**config.mk**
```make
export PLATFORM = sky130hd
export DESIGN_NAME = wb_write_arbiter
export DESIGN_NICKNAME = d
export VERILOG_FILES = /design/src/rtl/wb_write_arbiter.sv
export SDC_FILE = /design/constraint.sdc
export NUM_CORES = 1
export LEC_CHECK = 0
export ABC_CLOCK_PERIOD_IN_PS = 10760
export BUFFER_PORTS_ARGS = -buffer_cell sky130_fd_sc_hd__buf_2
export CAP_MARGIN = 30
export CORE_MARGIN = 2
export CORE_UTILIZATION = 55
export CTS_CLUSTER_SIZE = 10
export DETAILED_ROUTE_END_ITERATION = 10
export MAX_ROUTING_LAYER = met4
export PLACE_DENSITY_LB_ADDON = 0.2
export SYNTH_ARGS = -nofsm -noshare
export SYNTH_HDL_FRONTEND = slang
export SYNTH_SLANG_ARGS = --single-unit
export TNS_END_PERCENT = 20
```
**constraint.sdc**
```tcl
create_clock -name clk -period 10.76 [get_ports clk]
set_clock_uncertainty 0.15 [all_clocks]
set_input_delay 2.69 -clock clk [delete_from_list [all_inputs] [get_ports clk]]
set_output_delay 2.69 -clock clk [all_outputs]
set_load 0.005 [all_outputs]
```
**src/rtl/wb_write_arbiter.sv**
```systemverilog
`default_nettype none
// ============================================================================
// Module   : wb_write_arbiter
// Purpose  : Round-robin arbiter that takes NUM_SRC writeback sources and
//            drives the two register-file write ports through one-entry
//            holding buffers.
// Revision : 1.0 - initial release
// ============================================================================
module wb_write_arbiter #(
  parameter int DATA_W  = 32,
  parameter int PHY_W   = 8,
  parameter int NUM_SRC = 5
) (
  input  logic                        clk,
  input  logic                        reset,
  input  logic [NUM_SRC-1:0]          src_valid,
  input  logic [NUM_SRC*DATA_W-1:0]   src_data,
  input  logic [NUM_SRC*PHY_W-1:0]    src_phy,
  output logic [NUM_SRC-1:0]          src_ready,
  output logic                        wr_en0,
  output logic [PHY_W-1:0]            wr_phy0,
  output logic [DATA_W-1:0]           wr_data0,
  output logic                        wr_en1,
  output logic [PHY_W-1:0]            wr_phy1,
  output logic [DATA_W-1:0]           wr_data1,
  output logic                        conflict_err,
  output logic [15:0]                 stall_cnt
);

  localparam int c_PTR_W = (NUM_SRC > 1) ? $clog2(NUM_SRC) : 1;

  logic [NUM_SRC-1:0] r_hold_valid;
  logic [DATA_W-1:0]  r_hold_data [NUM_SRC];
  logic [PHY_W-1:0]   r_hold_phy  [NUM_SRC];
  logic [c_PTR_W-1:0] r_rr_ptr;
  logic               r_wr_en0, r_wr_en1;
  logic [PHY_W-1:0]   r_wr_phy0, r_wr_phy1;
  logic [DATA_W-1:0]  r_wr_data0, r_wr_data1;
  logic               r_conflict;
  logic [15:0]        r_stall_cnt;

  logic [NUM_SRC-1:0] w_pending, w_drop, w_grant, w_release;
  logic               w_g0_vld, w_g1_vld, w_collide, w_stall;
  logic [c_PTR_W-1:0] w_g0_idx, w_g1_idx, w_last, w_rr_next;
  logic [c_PTR_W:0]   w_scan;

  generate
    for (genvar i = 0; i < NUM_SRC; i++) begin : g_src
      // Writes to physical register 0 are discarded without using a port.
      assign w_pending[i] = r_hold_valid[i] && (r_hold_phy[i] != '0);
      assign w_drop[i]    = r_hold_valid[i] && (r_hold_phy[i] == '0);
      assign w_grant[i]   = (w_g0_vld && (w_g0_idx == c_PTR_W'(i))) ||
                            (w_g1_vld && (w_g1_idx == c_PTR_W'(i)));
      assign w_release[i] = w_grant[i] || w_drop[i];
      assign src_ready[i] = !r_hold_valid[i] || w_release[i];

      always_ff @(posedge clk or negedge reset) begin
        if (!reset) begin
          r_hold_valid[i] <= 1'b0;
          r_hold_data[i]  <= '0;
          r_hold_phy[i]   <= '0;
        end else if (src_valid[i] && src_ready[i]) begin
          r_hold_valid[i] <= 1'b1;
          r_hold_data[i]  <= src_data[i*DATA_W +: DATA_W];
          r_hold_phy[i]   <= src_phy[i*PHY_W +: PHY_W];
        end else if (w_release[i]) begin
          r_hold_valid[i] <= 1'b0;
        end
      end
    end
  endgenerate

  // Scan from the round-robin pointer; port 1 must not target port 0's register.
  always_comb begin
    w_g0_vld  = 1'b0;
    w_g0_idx  = '0;
    w_g1_vld  = 1'b0;
    w_g1_idx  = '0;
    w_collide = 1'b0;
    w_stall   = 1'b0;
    w_scan    = '0;
    for (int k = 0; k < NUM_SRC; k++) begin
      w_scan = {1'b0, r_rr_ptr} + (c_PTR_W+1)'(k);
      if (w_scan >= (c_PTR_W+1)'(NUM_SRC))
        w_scan = w_scan - (c_PTR_W+1)'(NUM_SRC);
      if (w_pending[w_scan[c_PTR_W-1:0]]) begin
        if (!w_g0_vld) begin
          w_g0_vld = 1'b1;
          w_g0_idx = w_scan[c_PTR_W-1:0];
        end else if (r_hold_phy[w_scan[c_PTR_W-1:0]] == r_hold_phy[w_g0_idx]) begin
          w_collide = 1'b1;
          w_stall   = 1'b1;
        end else if (!w_g1_vld) begin
          w_g1_vld = 1'b1;
          w_g1_idx = w_scan[c_PTR_W-1:0];
        end else begin
          w_stall = 1'b1;
        end
      end
    end
  end

  assign w_last    = w_g1_vld ? w_g1_idx : w_g0_idx;
  assign w_rr_next = (w_last == c_PTR_W'(NUM_SRC-1)) ? '0 : w_last + c_PTR_W'(1);

  always_ff @(posedge clk or negedge reset) begin
    if (!reset) begin
      r_rr_ptr    <= '0;
      r_wr_en0    <= 1'b0;
      r_wr_phy0   <= '0;
      r_wr_data0  <= '0;
      r_wr_en1    <= 1'b0;
      r_wr_phy1   <= '0;
      r_wr_data1  <= '0;
      r_conflict  <= 1'b0;
      r_stall_cnt <= '0;
    end else begin
      r_wr_en0 <= w_g0_vld;
      r_wr_en1 <= w_g1_vld;
      if (w_g0_vld) begin
        r_wr_phy0  <= r_hold_phy[w_g0_idx];
        r_wr_data0 <= r_hold_data[w_g0_idx];
        r_rr_ptr   <= w_rr_next;
      end
      if (w_g1_vld) begin
        r_wr_phy1  <= r_hold_phy[w_g1_idx];
        r_wr_data1 <= r_hold_data[w_g1_idx];
      end
      if (w_collide)
        r_conflict <= 1'b1;
      if (w_stall && (r_stall_cnt != 16'hFFFF))
        r_stall_cnt <= r_stall_cnt + 16'd1;
    end
  end

  assign wr_en0       = r_wr_en0;
  assign wr_phy0      = r_wr_phy0;
  assign wr_data0     = r_wr_data0;
  assign wr_en1       = r_wr_en1;
  assign wr_phy1      = r_wr_phy1;
  assign wr_data1     = r_wr_data1;
  assign conflict_err = r_conflict;
  assign stall_cnt    = r_stall_cnt;

endmodule
`default_nettype wire

```
After elaboration in Yosys (flattened, before gate mapping) --
Index checks and enable logic that the tools add are counted.
Word-level totals: flip-flop bits (word level) 307, output and inout bits 104, logic and storage cells 270
Cells by class: add/subtract/negate cells 11, $lt $le $gt $ge 20, equality and inequality tests 14, muxes and demuxes 128, bitwise gates (word level) 10, reduce and logical (&&, ||, !) cells 63
Operator list (number):
- 8-bit binary-select mux with 3-bit select | 10
- 32-bit binary-select mux with 3-bit select | 2
- 8-bit 2-to-1 mux | 20
- 32-bit 2-to-1 mux | 4
- 3-bit 2-to-1 mux | 31
- 1-bit 2-to-1 mux | 56
- 4-bit greater-or-equal comparator, second input constant | 10
- 8-bit logical NOT | 5
- 3-bit NOT with 4-bit output | 10
- 8-bit nonzero test | 5
- 8-bit equality test | 4
- 1-bit logical AND | 26
- 3-bit by 4-bit less-than comparator with 1-bit output, second input constant | 5
- 16-bit by 1-bit adder with 16-bit output, second input constant | 1
- 4-bit by 3-bit greater-or-equal comparator with 1-bit output, second input constant | 4
- 16-bit != test, second input constant | 1
- 1-bit binary-select mux with 3-bit select | 5
- 1-bit logical OR | 15
- 3-bit subtractor, second input constant | 5
- 3-bit by 2-bit equality test with 1-bit output, second input constant | 4
- 2-bit nonzero test | 5
- 3-bit equality test, second input constant | 3
- 3-bit by 2-bit adder with 4-bit output, second input constant | 2
- 3-bit by 1-bit equality test with 1-bit output, second input constant | 2
- other kinds (6) | 11

Longest topological paths before layout --
depth after elaboration 32, gate-level depth with buffers 32, mapped depth without buffers 25

Least setup slack after synthesis --
No wires, ideal clock.
path type reg-to-output, start reg r_rr_ptr[0], end out src_ready[0], arrival 5778 ps, required time 7920 ps, setup slack 2142 ps, cell stages (with the launch flop) 22, buffers on the path 5, path through dfrtp_1 > buf_2 > buf_2 > inv_1 > buf_2 > ha_1 > buf_2 > clkinv_1 > xnor2_1 > mux2_2 > a21o_1 > buf_4 > mux2_4 > a222oi_1 > nor2_1 > or4_1 > or4_4 > a31o_2 > or2_0 > mux2_2 > o22ai_4 > a311o_2
On the way: word-level cells in the longest chain between the ends 30, elaborated cells on any way between the ends 113, classes of those cells add/sub (9); order compare (5); eq/ne (4); mux (80); bitwise (8); reduce/logical (7)
RTL lines:
- from (decl) | line 35 | logic [c_PTR_W-1:0] r_rr_ptr;
- from (signal assigned) | line 123 | r_rr_ptr <= w_rr_next;
- 3-bit subtractor / 3-bit greater-or-equal comparator (equally long branches) | line 85, 84
- 3-bit 2-to-1 mux | line 84 | if (w_scan >= (c_PTR_W+1)'(NUM_SRC))
- 1-bit binary-select mux with 3-bit select | line 86 | if (w_pending[w_scan[c_PTR_W-1:0]]) begin
- 1-bit 2-to-1 mux (implied by the code) | line 86
- 3-bit 2-to-1 mux | line 86
- 3-bit NOT with 4-bit output (implied by the code) | line 90 | end else if (r_hold_phy[w_scan[c_PTR_W-1:0]] == r_hold_phy[w_g0_idx]) begin
- 8-bit binary-select mux with 3-bit select | line 90
- 8-bit 2-to-1 mux (implied by the code) (2 in a row) | line 90
- [13 not listed]
- 3-bit 2-to-1 mux | line 90
- 3-bit 2-to-1 mux | line 87 | if (!w_g0_vld) begin
- 3-bit 2-to-1 mux | line 86
- 3-bit logical NOT | line 53 | (w_g1_vld && (w_g1_idx == c_PTR_W'(i)));
- 1-bit logical AND | line 53
- 1-bit logical OR * | line 52 | assign w_grant[i] = (w_g0_vld && (w_g0_idx == c_PTR_W'(i))) ||
- 1-bit logical OR * | line 54 | assign w_release[i] = w_grant[i] || w_drop[i];
- 1-bit logical OR * | line 55 | assign src_ready[i] = !r_hold_valid[i] || w_release[i];
- to (decl) | line 19 | output logic [NUM_SRC-1:0] src_ready,
Mark *: on every way between the ends. The rest lies on a longest branch, timed or not. The select of a mux whose other input is x is not followed.

Worst setup path after layout --
start reg r_rr_ptr[1], end out src_ready[4]
On the way: word-level cells in the longest chain between the ends 30, elaborated cells on any way between the ends 113, classes of those cells add/sub (9); order compare (5); eq/ne (6); mux (80); bitwise (8); reduce/logical (5)
RTL lines (line):
- 3-bit subtractor / 3-bit greater-or-equal comparator (equally long branches) | 85, 84
- 3-bit 2-to-1 mux | 84
- 1-bit binary-select mux with 3-bit select | 86
- 1-bit 2-to-1 mux (implied by the code) | 86
- 3-bit 2-to-1 mux | 86
- 3-bit NOT with 4-bit output (implied by the code) | 90
- 8-bit binary-select mux with 3-bit select | 90
- 8-bit 2-to-1 mux (implied by the code) (2 in a row) | 90
- [13 not listed]
- 3-bit 2-to-1 mux | 90
- 3-bit 2-to-1 mux | 87
- 3-bit 2-to-1 mux | 86
- 3-bit equality test | 53
- 1-bit logical AND | 53
- 1-bit logical OR * | 52
- 1-bit logical OR * | 54
- 1-bit logical OR * | 55
Marked as above.

==> flow_metrics.tcl <==
set metrics [dict create \
    holdPathStages 1 \
    cp_max_fo 24 \
    async_flop_share 1.00 \
    r2r_cells 21 \
    ys_ff_latch 307 \
    core_area_um2 35600 \
    cts_hold_buf 0 \
    final_nets 2403 \
    gr-total-overflow 0 \
    die_y_um 194 \
    syn2layout_area_growth_pct 16.7 \
    yosysTopAreaCell "dfrtp_1" \
    drv_cap 0 \
    synth-edff-count 0 \
    rsz0062_at_grt "false" \
    die_w_um 194 \
    dr.first_iter.drc_count 1917 \
    setup_tns_ps 0 \
    ys_seq_area_frac 0.387 \
    synthFlopType "dfrtp_1" \
    grtUsageMet3 0.110 \
    core.rowCount 69 \
    mostFrequentLayoutCells "buf_2, dfrtp_1, nand2_1" \
    cts_tree "yes" \
    status "complete, no violations" \
    drv_slew 0 \
    period_minus_slack_ps 10510 \
    place_hpwl_um 54600 \
    grt_pass1_wl_um 118000 \
    gp_congestion 1.06 \
    cts_buffers 37 \
    avgViaCountPerCell 6.98 \
    worst-path-buf-inv 2 \
    crit_path_cell_trace "inv_1, ha_1, ha_1, a2bb2oi_1, nor2_1, a221oi_2, a21o_2, a21oi_1, nor2_2, mux2i_1, a2bb2oi_1, mux2i_1, a2111oi_0, nand4_1, and2_1, a22oi_1, o21bai_4, or3_1, buf_2" \
    antenna_found_initial 18 \
    via_count 18600 \
    ys_types 93 \
    drt-total-wl_um 79600 \
    endpoint_kind "primary output" \
    use_met2 0.646 \
    route.detailed.drc 0 \
    utilization 0.651 \
    worst_slew_margin_rel 0.259 \
    avgSynthCellArea_um2 10.5 \
    synthesis.area_um2 19800 \
    layout-drive-gt1-share 0.287 \
    initial_core_util 0.558 \
    cp.depth 19 \
    dp.cells 2602 \
    grt_pass1_vias 18700 \
    cts.sinks 307 \
    max_freq_mhz 95.2 \
    synth_top_cell_area_share 0.387 \
    clk_pin_slew_worst_paths_ps 60 \
    stdcell_count 2670 \
    min_path_type "reg2reg" \
    synth_warnings 0 \
    ant_nets 0 \
    use_met1 0.521 \
    cts-root-buf "clkbuf_16" \
    netlist_instances 1898 \
    io_buffers 310 \
    hold_viol 0 \
    crit_slowest_cell "ha_1" \
    grt_max_degree 165 \
    netlist_top_cells_area "dfrtp_1, mux2_1, mux2i_1" \
    synth_fp_nets 2117 \
    crit_required_ps 7920 \
    place_worst_setup_slack_ps 590 \
    insertion_delay_ps 550 \
    cts_htree_levels 2 \
    wl_per_cell_um 29.8 \
    slowest_delay_ps 820 \
    worst_slack_ps 251 \
    top_usage_layer "met2" \
    design.die.area_um2 37600 \
    path_class "reg2out" \
    layout_commonest_cell "buf_2" \
    io_pins 311 \
    setup_viol 0 \
    period_share 0.977 \
    dr.pass1.iters 6 \
    track_usage 0.431 \
    worstMarginPinSlew_ps 1110 \
    cts_max_path_buffers 3 \
    critPathLaunchType "flop" \
    worstPathArrival_ps 7670 \
    cp_top_family "compound AO/OA/AOI/OAI gates" \
]
## per-layer routing
metal  vias to the layer above  share of wire
met2                      1184           0.45
met3                       349           0.10
met4                         0          0.071
met5                         -              0
met1                      9263           0.37
li1                       7850              -
## worst paths after layout
check	start	slack, ps	to
worst min register to register	stall_cnt[15]	350	stall_cnt[15]
max in group asynchronous	reset	6800	stall_cnt[10]
worst max register to register	r_rr_ptr[1]	1960	r_hold_data[7]
worst max-delay path	r_rr_ptr[1]	250	src_ready[4]
worst min-delay path	stall_cnt[15]	350	stall_cnt[15]
min in group asynchronous	reset	2140	r_hold_data[59]
## cell usage after synthesis, types with 10 or more instances
master	n
o22ai_1	55
o21a_1	12
o221ai_1	10
o211ai_1	15
and3_1	21
nand4_1	12
a22oi_1	52
ha_1	11
mux2_1	139
buf_2	35
or4_1	11
o32ai_1	11
nor2_1	80
a21oi_1	67
a211oi_1	17
o21ai_1	11
mux2_2	75
a221o_1	43
mux2i_1	142
nand3_1	42
mux4_2	59
clkbuf_1	106
inv_1	32
o21ai_0	45
and2_1	17
xnor2_1	24
nand2b_1	16
nand2_1	197
nor3_1	29
dfrtp_1	307
## cells by family (layout without fill, tap and decap cells)
kind of cell,after synthesis,count (layout),share of synthesized area
and+or+nand+nor,471,471,0.112
AOI/OAI and AO/OA,476,476,0.179
muxes,416,416,0.261
xor gates and xnor gates,30,30,0.0132
other,0,20,0
adders and majority gates,12,12,0.00795
buffers and inverters,186,477,0.0397
DFF,307,307,0.387
## cell type report
| class | instances | area [um^2] |
|---|---|---|
| fill | 2894 | 12400 |
| timing repair buffer | 400 | 2270 |
| sequential | 307 | 7680 |
| antenna | 20 | 50.0 |
| multi-input combinational | 1405 | 11500 |
| clock buffer | 39 | 943 |
| inverter | 33 | 124 |
| clock inverter | 5 | 57.6 |
| tap | 461 | 577 |
## timing repair
item                       4_1_cts  5_1_grt
gates cloned                     0        0
pin swaps                        1        0
setup endpoints to repair        1        5
gates resized for setup          0        2
setup buffers                    4        0
## metrics by stage
stage / cell area (um^2) / hold WS (ps)
2_1_floorplan: 19800 / 313
3_3_place_gp: 22000 / 322
3_5_place_dp: 22100 / 329
4_1_cts: 23100 / 346
5_1_grt: 23200 / 368
6_report: 23200 / 351
## registers in the layout, indices dropped and copies added, names as in the netlist
signal / cells
r_hold_data: 160
r_hold_phy: 40
wr_data0: 32
wr_data1: 32
stall_cnt: 16
wr_phy0: 8
wr_phy1: 8
r_hold_valid: 5
r_rr_ptr: 3
conflict_err: 1
wr_en0: 1
wr_en1: 1
Power is not shown: default switching activity piles up to over one toggle a cycle in this logic, so the estimate is an artifact.
